$ cat src/rtl/cmp_tally_pkg.sv
// cmp_tally_pkg: shared constants and types for the comparator tally block.
//   ST_ACCUM / ST_HOLD : FSM state encodings
//   VERD_*             : verdict output codes
//   verdict_f          : verdict from the greater/less tallies
package cmp_tally_pkg;

   // FSM state encodings
   localparam logic ST_ACCUM = 1'b0;
   localparam logic ST_HOLD  = 1'b1;

   typedef enum logic {
      S_ACCUM = ST_ACCUM,
      S_HOLD  = ST_HOLD
   } state_t;

   // Verdict codes presented on the verdict output
   localparam logic [1:0] VERD_EQ = 2'b00;
   localparam logic [1:0] VERD_GT = 2'b01;
   localparam logic [1:0] VERD_LT = 2'b10;

   // Verdict depends only on gt vs lt; ties (including 0/0) report EQ
   function automatic logic [1:0] verdict_f(input logic [31:0] gt, input logic [31:0] lt);
      logic [1:0] v;
      v = VERD_EQ;
      if (gt > lt) begin
         v = VERD_GT;
      end else if (lt > gt) begin
         v = VERD_LT;
      end
      return v;
   endfunction

endpackage

$ cat src/rtl/cmp_tally_class.sv
// cmp_tally_class: combinational decode of one comparator result into
// exactly one increment enable.
// Optional feature macro: CMP_TALLY_ONEHOT_CHECK_EN
//   defined   : only one-hot {X,Y,Z} counts as gt/eq/lt, anything else is an error
//   undefined : priority X > Y > Z, all-zero counts as eq, no error output
// Ports:
//   i_x, i_y, i_z   comparator A>B, A==B, A<B
//   o_inc_gt_c      increment greater tally
//   o_inc_eq_c      increment equal tally
//   o_inc_lt_c      increment less tally
//   o_inc_err_c     increment error tally (always 0 without the check)
module cmp_tally_class
   import cmp_tally_pkg::*;
(
   input  logic i_x,
   input  logic i_y,
   input  logic i_z,
   output logic o_inc_gt_c,
   output logic o_inc_eq_c,
   output logic o_inc_lt_c,
   output logic o_inc_err_c
);

`ifdef CMP_TALLY_ONEHOT_CHECK_EN
   // Strict one-hot decode; every other pattern is flagged
   always_comb begin
      o_inc_gt_c  = 1'b0;
      o_inc_eq_c  = 1'b0;
      o_inc_lt_c  = 1'b0;
      o_inc_err_c = 1'b0;
      case ({i_x, i_y, i_z})
         3'b100:  o_inc_gt_c  = 1'b1;
         3'b010:  o_inc_eq_c  = 1'b1;
         3'b001:  o_inc_lt_c  = 1'b1;
         default: o_inc_err_c = 1'b1;
      endcase
   end
`else
   // Priority decode; an all-zero sample falls through to eq
   always_comb begin
      o_inc_gt_c  = i_x;
      o_inc_eq_c  = !i_x && (i_y || !i_z);
      o_inc_lt_c  = !i_x && !i_y && i_z;
      o_inc_err_c = 1'b0;
   end
`endif

endmodule

$ cat src/rtl/cmp_tally.sv
// cmp_tally: tallies comparator results (gt/eq/lt) over windows of WIN_LEN
// accepted samples and presents each window's counts plus a verdict through
// a valid/ready handshake, stalling the comparator while a result is pending.
// Optional feature macro: CMP_TALLY_ONEHOT_CHECK_EN (see cmp_tally_class).
// Parameters:
//   WIN_LEN   samples per window, 1 .. 2**CNT_W-1
//   CNT_W     width of each tally output
// Ports:
//   clk, rst          clock, synchronous active-high reset
//   in_valid/in_ready sample handshake; accept when both high at the edge
//   X, Y, Z           comparator A>B, A==B, A<B
//   res_valid/res_ready result handshake
//   gt_cnt, eq_cnt, lt_cnt, err_cnt  completed-window tallies
//   verdict           2'b01 GT, 2'b10 LT, 2'b00 EQ
module cmp_tally
   import cmp_tally_pkg::*;
#(
   parameter int unsigned WIN_LEN = 16,
   parameter int unsigned CNT_W   = 8
) (
   input  logic             clk,
   input  logic             rst,
   input  logic             in_valid,
   output logic             in_ready,
   input  logic             X,
   input  logic             Y,
   input  logic             Z,
   output logic             res_valid,
   input  logic             res_ready,
   output logic [CNT_W-1:0] gt_cnt,
   output logic [CNT_W-1:0] eq_cnt,
   output logic [CNT_W-1:0] lt_cnt,
   output logic [CNT_W-1:0] err_cnt,
   output logic [1:0]       verdict
);

   localparam int unsigned SMP_W = $clog2(WIN_LEN + 1);

   state_t           r_state;
   state_t           w_state_nxt;
   logic             r_in_ready;
   logic             r_res_valid;
   logic             w_in_ready_nxt;
   logic             w_res_valid_nxt;

   logic [SMP_W-1:0] r_smp_cnt;
   logic [CNT_W-1:0] r_gt;
   logic [CNT_W-1:0] r_eq;
   logic [CNT_W-1:0] r_lt;
   logic [CNT_W-1:0] r_err;

   logic [CNT_W-1:0] r_gt_out;
   logic [CNT_W-1:0] r_eq_out;
   logic [CNT_W-1:0] r_lt_out;
   logic [CNT_W-1:0] r_err_out;
   logic [1:0]       r_verdict;

   logic             w_inc_gt;
   logic             w_inc_eq;
   logic             w_inc_lt;
   logic             w_inc_err;
   logic             w_accept;
   logic             w_last;
   logic             w_latch;
   logic [CNT_W-1:0] w_gt_nxt;
   logic [CNT_W-1:0] w_eq_nxt;
   logic [CNT_W-1:0] w_lt_nxt;
   logic [CNT_W-1:0] w_err_nxt;

   // Sample classification
   cmp_tally_class u_class (
      .i_x         (X),
      .i_y         (Y),
      .i_z         (Z),
      .o_inc_gt_c  (w_inc_gt),
      .o_inc_eq_c  (w_inc_eq),
      .o_inc_lt_c  (w_inc_lt),
      .o_inc_err_c (w_inc_err)
   );

   // in_ready is registered and only high in ACCUM, so it gates acceptance
   assign w_accept = in_valid && r_in_ready;
   assign w_last   = w_accept && (r_smp_cnt == SMP_W'(WIN_LEN - 1));

   // Tallies including the current sample; used both to accumulate and latch
   assign w_gt_nxt  = r_gt  + CNT_W'(w_accept && w_inc_gt);
   assign w_eq_nxt  = r_eq  + CNT_W'(w_accept && w_inc_eq);
   assign w_lt_nxt  = r_lt  + CNT_W'(w_accept && w_inc_lt);
   assign w_err_nxt = r_err + CNT_W'(w_accept && w_inc_err);

   // FSM state register plus the registered handshake outputs
   always_ff @(posedge clk) begin
      if (rst) begin
         r_state     <= S_ACCUM;
         r_in_ready  <= 1'b0;
         r_res_valid <= 1'b0;
      end else begin
         r_state     <= w_state_nxt;
         r_in_ready  <= w_in_ready_nxt;
         r_res_valid <= w_res_valid_nxt;
      end
   end

   // Next state and next handshake outputs
   always_comb begin
      w_state_nxt     = r_state;
      w_latch         = 1'b0;
      w_in_ready_nxt  = 1'b0;
      w_res_valid_nxt = 1'b0;
      case (r_state)
         S_ACCUM: begin
            if (w_last) begin
               w_state_nxt = S_HOLD;
               w_latch     = 1'b1;
            end
         end
         S_HOLD: begin
            if (res_ready) begin
               w_state_nxt = S_ACCUM;
            end
         end
         default: w_state_nxt = S_ACCUM;
      endcase
      w_in_ready_nxt  = (w_state_nxt == S_ACCUM);
      w_res_valid_nxt = (w_state_nxt == S_HOLD);
   end

   // Working tallies and sample counter; cleared when a window completes
   always_ff @(posedge clk) begin
      if (rst) begin
         r_smp_cnt <= '0;
         r_gt      <= '0;
         r_eq      <= '0;
         r_lt      <= '0;
         r_err     <= '0;
      end else if (w_latch) begin
         r_smp_cnt <= '0;
         r_gt      <= '0;
         r_eq      <= '0;
         r_lt      <= '0;
         r_err     <= '0;
      end else if (w_accept) begin
         r_smp_cnt <= r_smp_cnt + SMP_W'(1);
         r_gt      <= w_gt_nxt;
         r_eq      <= w_eq_nxt;
         r_lt      <= w_lt_nxt;
         r_err     <= w_err_nxt;
      end
   end

   // Result registers; loaded only at window completion, held through HOLD
   always_ff @(posedge clk) begin
      if (rst) begin
         r_gt_out  <= '0;
         r_eq_out  <= '0;
         r_lt_out  <= '0;
         r_err_out <= '0;
         r_verdict <= VERD_EQ;
      end else if (w_latch) begin
         r_gt_out  <= w_gt_nxt;
         r_eq_out  <= w_eq_nxt;
         r_lt_out  <= w_lt_nxt;
         r_err_out <= w_err_nxt;
         r_verdict <= verdict_f(32'(w_gt_nxt), 32'(w_lt_nxt));
      end
   end

   assign in_ready  = r_in_ready;
   assign res_valid = r_res_valid;
   assign gt_cnt    = r_gt_out;
   assign eq_cnt    = r_eq_out;
   assign lt_cnt    = r_lt_out;
   assign err_cnt   = r_err_out;
   assign verdict   = r_verdict;

endmodule
$ cat config.mk
export PLATFORM = sky130hd
export DESIGN_NAME = cmp_tally
export DESIGN_NICKNAME = d
export VERILOG_FILES = /design/src/rtl/cmp_tally_pkg.sv /design/src/rtl/cmp_tally_class.sv /design/src/rtl/cmp_tally.sv
export SDC_FILE = /design/constraint.sdc
export NUM_CORES = 1
export LEC_CHECK = 0
export BUFFER_PORTS_ARGS = -buffer_cell sky130_fd_sc_hd__buf_2
export CAP_MARGIN = 20
export CORE_ASPECT_RATIO = 1.1
export CORE_UTILIZATION = 30
export DETAILED_ROUTE_END_ITERATION = 16
export GPL_TIMING_DRIVEN = 0
export SLEW_MARGIN = 5
export SYNTH_ARGS = -nofsm -noshare
export SYNTH_HDL_FRONTEND = slang
export SYNTH_SLANG_ARGS = --single-unit
$ cat constraint.sdc
create_clock -name clk -period 2.4 [get_ports clk]
set_input_delay 0.24 -clock clk [delete_from_list [all_inputs] [get_ports clk]]
set_output_delay 0.24 -clock clk [all_outputs]
set_load 0.02 [all_outputs]
==> flow_metrics.env <==
export IMPL_grt_ovfl_total=0
export IMPL_synth_area_leaders="dfxtp_1 42%, ha_1 7.3%, xnor2_1 6.4%"
export IMPL_routed_via_density=4.57
export IMPL_rsz0062_at_grt="true"
export IMPL_hp_class="input pin to register"
export IMPL_crit_path_start_kind="register"
export IMPL_synth_cell_types=35
export IMPL_crit_fanout=6
export IMPL_area_growth_syn_to_layout_pct=31.6
export IMPL_ys_seq_elements=57
export IMPL_die_h_um=102
export IMPL_die_w_um=92.9
export IMPL_p_leak_nw=1.42
export IMPL_fin_crit_ns=2.42
export IMPL_violations="setup timing"
export IMPL_synth_edf_count=0
export IMPL_netlist_area_um2=2720
export IMPL_finalHoldViolCount=0
export IMPL_dpl_hpwl_um=4320
export IMPL_synth_warnings=0
export IMPL_arrival_ns=2.65
export IMPL_h_tree_depth=3
export IMPL_netlist_instances=302
export IMPL_clock_skew_ns=0.00901
export IMPL_power_mw=1.87
export IMPL_grt_antenna_before_repair=0
export IMPL_rrSetupSlack_ns=-0.02
export IMPL_worst_slack_ns=-0.0210
export IMPL_cts_made_buffers=9
export IMPL_worstPathRequired_ns=2.63
export IMPL_power_density_nw_per_um2=522
export IMPL_tritoncts="done"
export IMPL_grt_pass1_wl_um=10200
export IMPL_routedWlPerCell_um=13.3
export IMPL_synth_flop_cell="dfxtp_1"
export IMPL_clk_pin_slew_ns=0.06
export IMPL_final_nets=390
export IMPL_maxCapViolations=0
export IMPL_wl_um=6480
export IMPL_outcome="finished, violations left"
export IMPL_avgSynthCellArea_um2=9.02
export IMPL_timing_rr_end="verdict[1]"
export IMPL_r2r_start="in_ready"
export IMPL_yosys_top_cells_count="57 x dfxtp_1, 41 x nand2_1, 28 x nor2_1"
export IMPL_rows=36
export IMPL_cp_startpoint="in_ready"
export IMPL_yosysMostFrequentCell="dfxtp_1"
export IMPL_diodes=0
export IMPL_core_um2=8830
export IMPL_pin_count=43
export IMPL_drive_above_1_share_pct=34.1
export IMPL_yosys_area_top_type="dfxtp_1"
export IMPL_rr_worst_depth=11
export IMPL_worst_setup_path_end_kind="register"
export IMPL_final_max_slew_viol_count=0
export IMPL_dr_pass1_iters=4
export IMPL_synth_top_area_share_pct=41.9
export IMPL_grt_max_degree=15
export IMPL_ant_nets=0
export IMPL_crit_end="verdict[1]"
export IMPL_whs_ns=0.121
export IMPL_fmax_mhz=413
export IMPL_num_fill_cells=908
export IMPL_drc=0
export IMPL_die_area_um2=9460
export IMPL_synthArstFlopShare_pct=0
export IMPL_root_buffer="clkbuf_8"
export IMPL_cts_sinks=57
export IMPL_io_buffer_count=34
export IMPL_setup_viol=1
export IMPL_place_gp_congestion=0.831
export IMPL_cts_buffer_depth=2
export IMPL_instances_no_fill=486
export IMPL_vias=2220
export IMPL_max_slew_margin_pct=66.1
export IMPL_fin_crit_sh_pct=101
export IMPL_drt_initial_drc_count=72
export IMPL_grt_usage_pct=14.3
export IMPL_worst_slew_pin_slew_ns=0.509
export IMPL_yosysSeqAreaShare_pct=41.9
export IMPL_initial_utilization_pct=30.9
export IMPL_dp_cells=457
export IMPL_clk_latency_ns=0.35
export IMPL_grt_pass1_vias=2161
export IMPL_ir_worst_vdd_uv=263
export IMPL_worst_setup_path_type="register to register"
[worst min path at each step]
stage | start | endpoint | slack [ns] | cells past startpoint
global route | rst | res_valid | 0.13 | 2
detailed placement | eq_cnt[2] | eq_cnt[2] | 0.44 | 2
finish | rst | res_valid | 0.12 | 2
CTS | rst | res_valid | 0.11 | 2
global placement | eq_cnt[6] | eq_cnt[6] | 0.44 | 2
floorplan | rst | res_valid | 0.31 | 1
[metrics by stage]
stage,util [%],cell area [µm²],TNS [ns],worst slack [ns]
final,40.6,3580,-0.0210,-0.0210
after global placement,35.4,3120,-0.541,-0.324
after detailed placement,35.4,3120,-0.550,-0.335
after CTS,38.6,3400,0,0.00427
after floorplan,-,2810,-0.0271,-0.0271
after global routing,40.6,3580,-0.206,-0.116
[final cells by class]
cell class                 count  area (µm²)  area share [%]
sequential                    57        1140            31.9
timing repair buffer          48         283            7.89
inverter                       5        18.8           0.524
buffer                        24         151            4.22
multi-input combinational    222        1670            46.6
tap                          114         143            3.98
clock buffer                  13         159            4.43
clock inverter                 3        15.0           0.419
[report_power, final]
| part | internal [mW] | switching (mW) |
|---|---|---|
| clock network | 0.426 | 0.386 |
| logic | 0.0388 | 0.0641 |
| registers | 0.950 | 0.00500 |
[state kept, by name, summed over array words and instances, names as in the netlist]
signal	count
eq_cnt	8
gt_cnt	8
lt_cnt	8
r_eq	8
r_gt	8
r_lt	8
r_smp_cnt	5
verdict	2
in_ready	1
res_valid	1
[what timing repair did]
item	CTS	global route
pin swaps	8	13
setup endpoints to repair	2	2
setup buffers	7	7
hold buffers	0	0
resized for setup	13	22
[metal layers]
layer  up-vias  global-route usage, %  wire (µm)
met5         -                      0          0
met4         0                   7.81        149
met3        10                   3.13        249
met2        43                   24.0       3200
met1      1030                   17.1       2880
li1       1137                      -          -
[cells by family (layout without fill, tap and decap cells)]
family / count (synthesis) / count (layout) / share of synthesized area [%]
other: 1 / 8 / 0.138
AO/OA/AOI/OAI: 49 / 49 / 11.0
flip-flops: 57 / 57 / 41.9
adder cells (fa/ha/maj): 16 / 16 / 7.35
XOR/XNOR: 36 / 36 / 11.6
AND/OR/NAND/NOR: 113 / 113 / 21.6
buffers and inverters: 30 / 93 / 6.39
[critical path: stages (launching register included)]
cell	delay (ns)
dfxtp_4	0.39
buf_6	0.12
and3_4	0.19
ha_4	0.16
nand3_4	0.13
nor2_4	0.15
xnor2_2	0.08
ha_1	0.33
a211oi_2	0.34
o21ai_2	0.12
and3b_1	0.23
o31ai_2	0.07
[cells in the final DEF (no fill, tap or decap), drive strengths merged, types with 3 or more instances in the layout]
cell and n:
buf 71, dfxtp 57, nand2 41, nor2 28
xnor2 20, o21ai 20, xor2 16, ha 16
clkbuf 14, a21oi 13, a22o 10, nor3 10
nand3 9, nand4 8, conb 8, inv 5
nor2b 3, or3 3, clkinv 3
(Power assumes the default switching activity.)
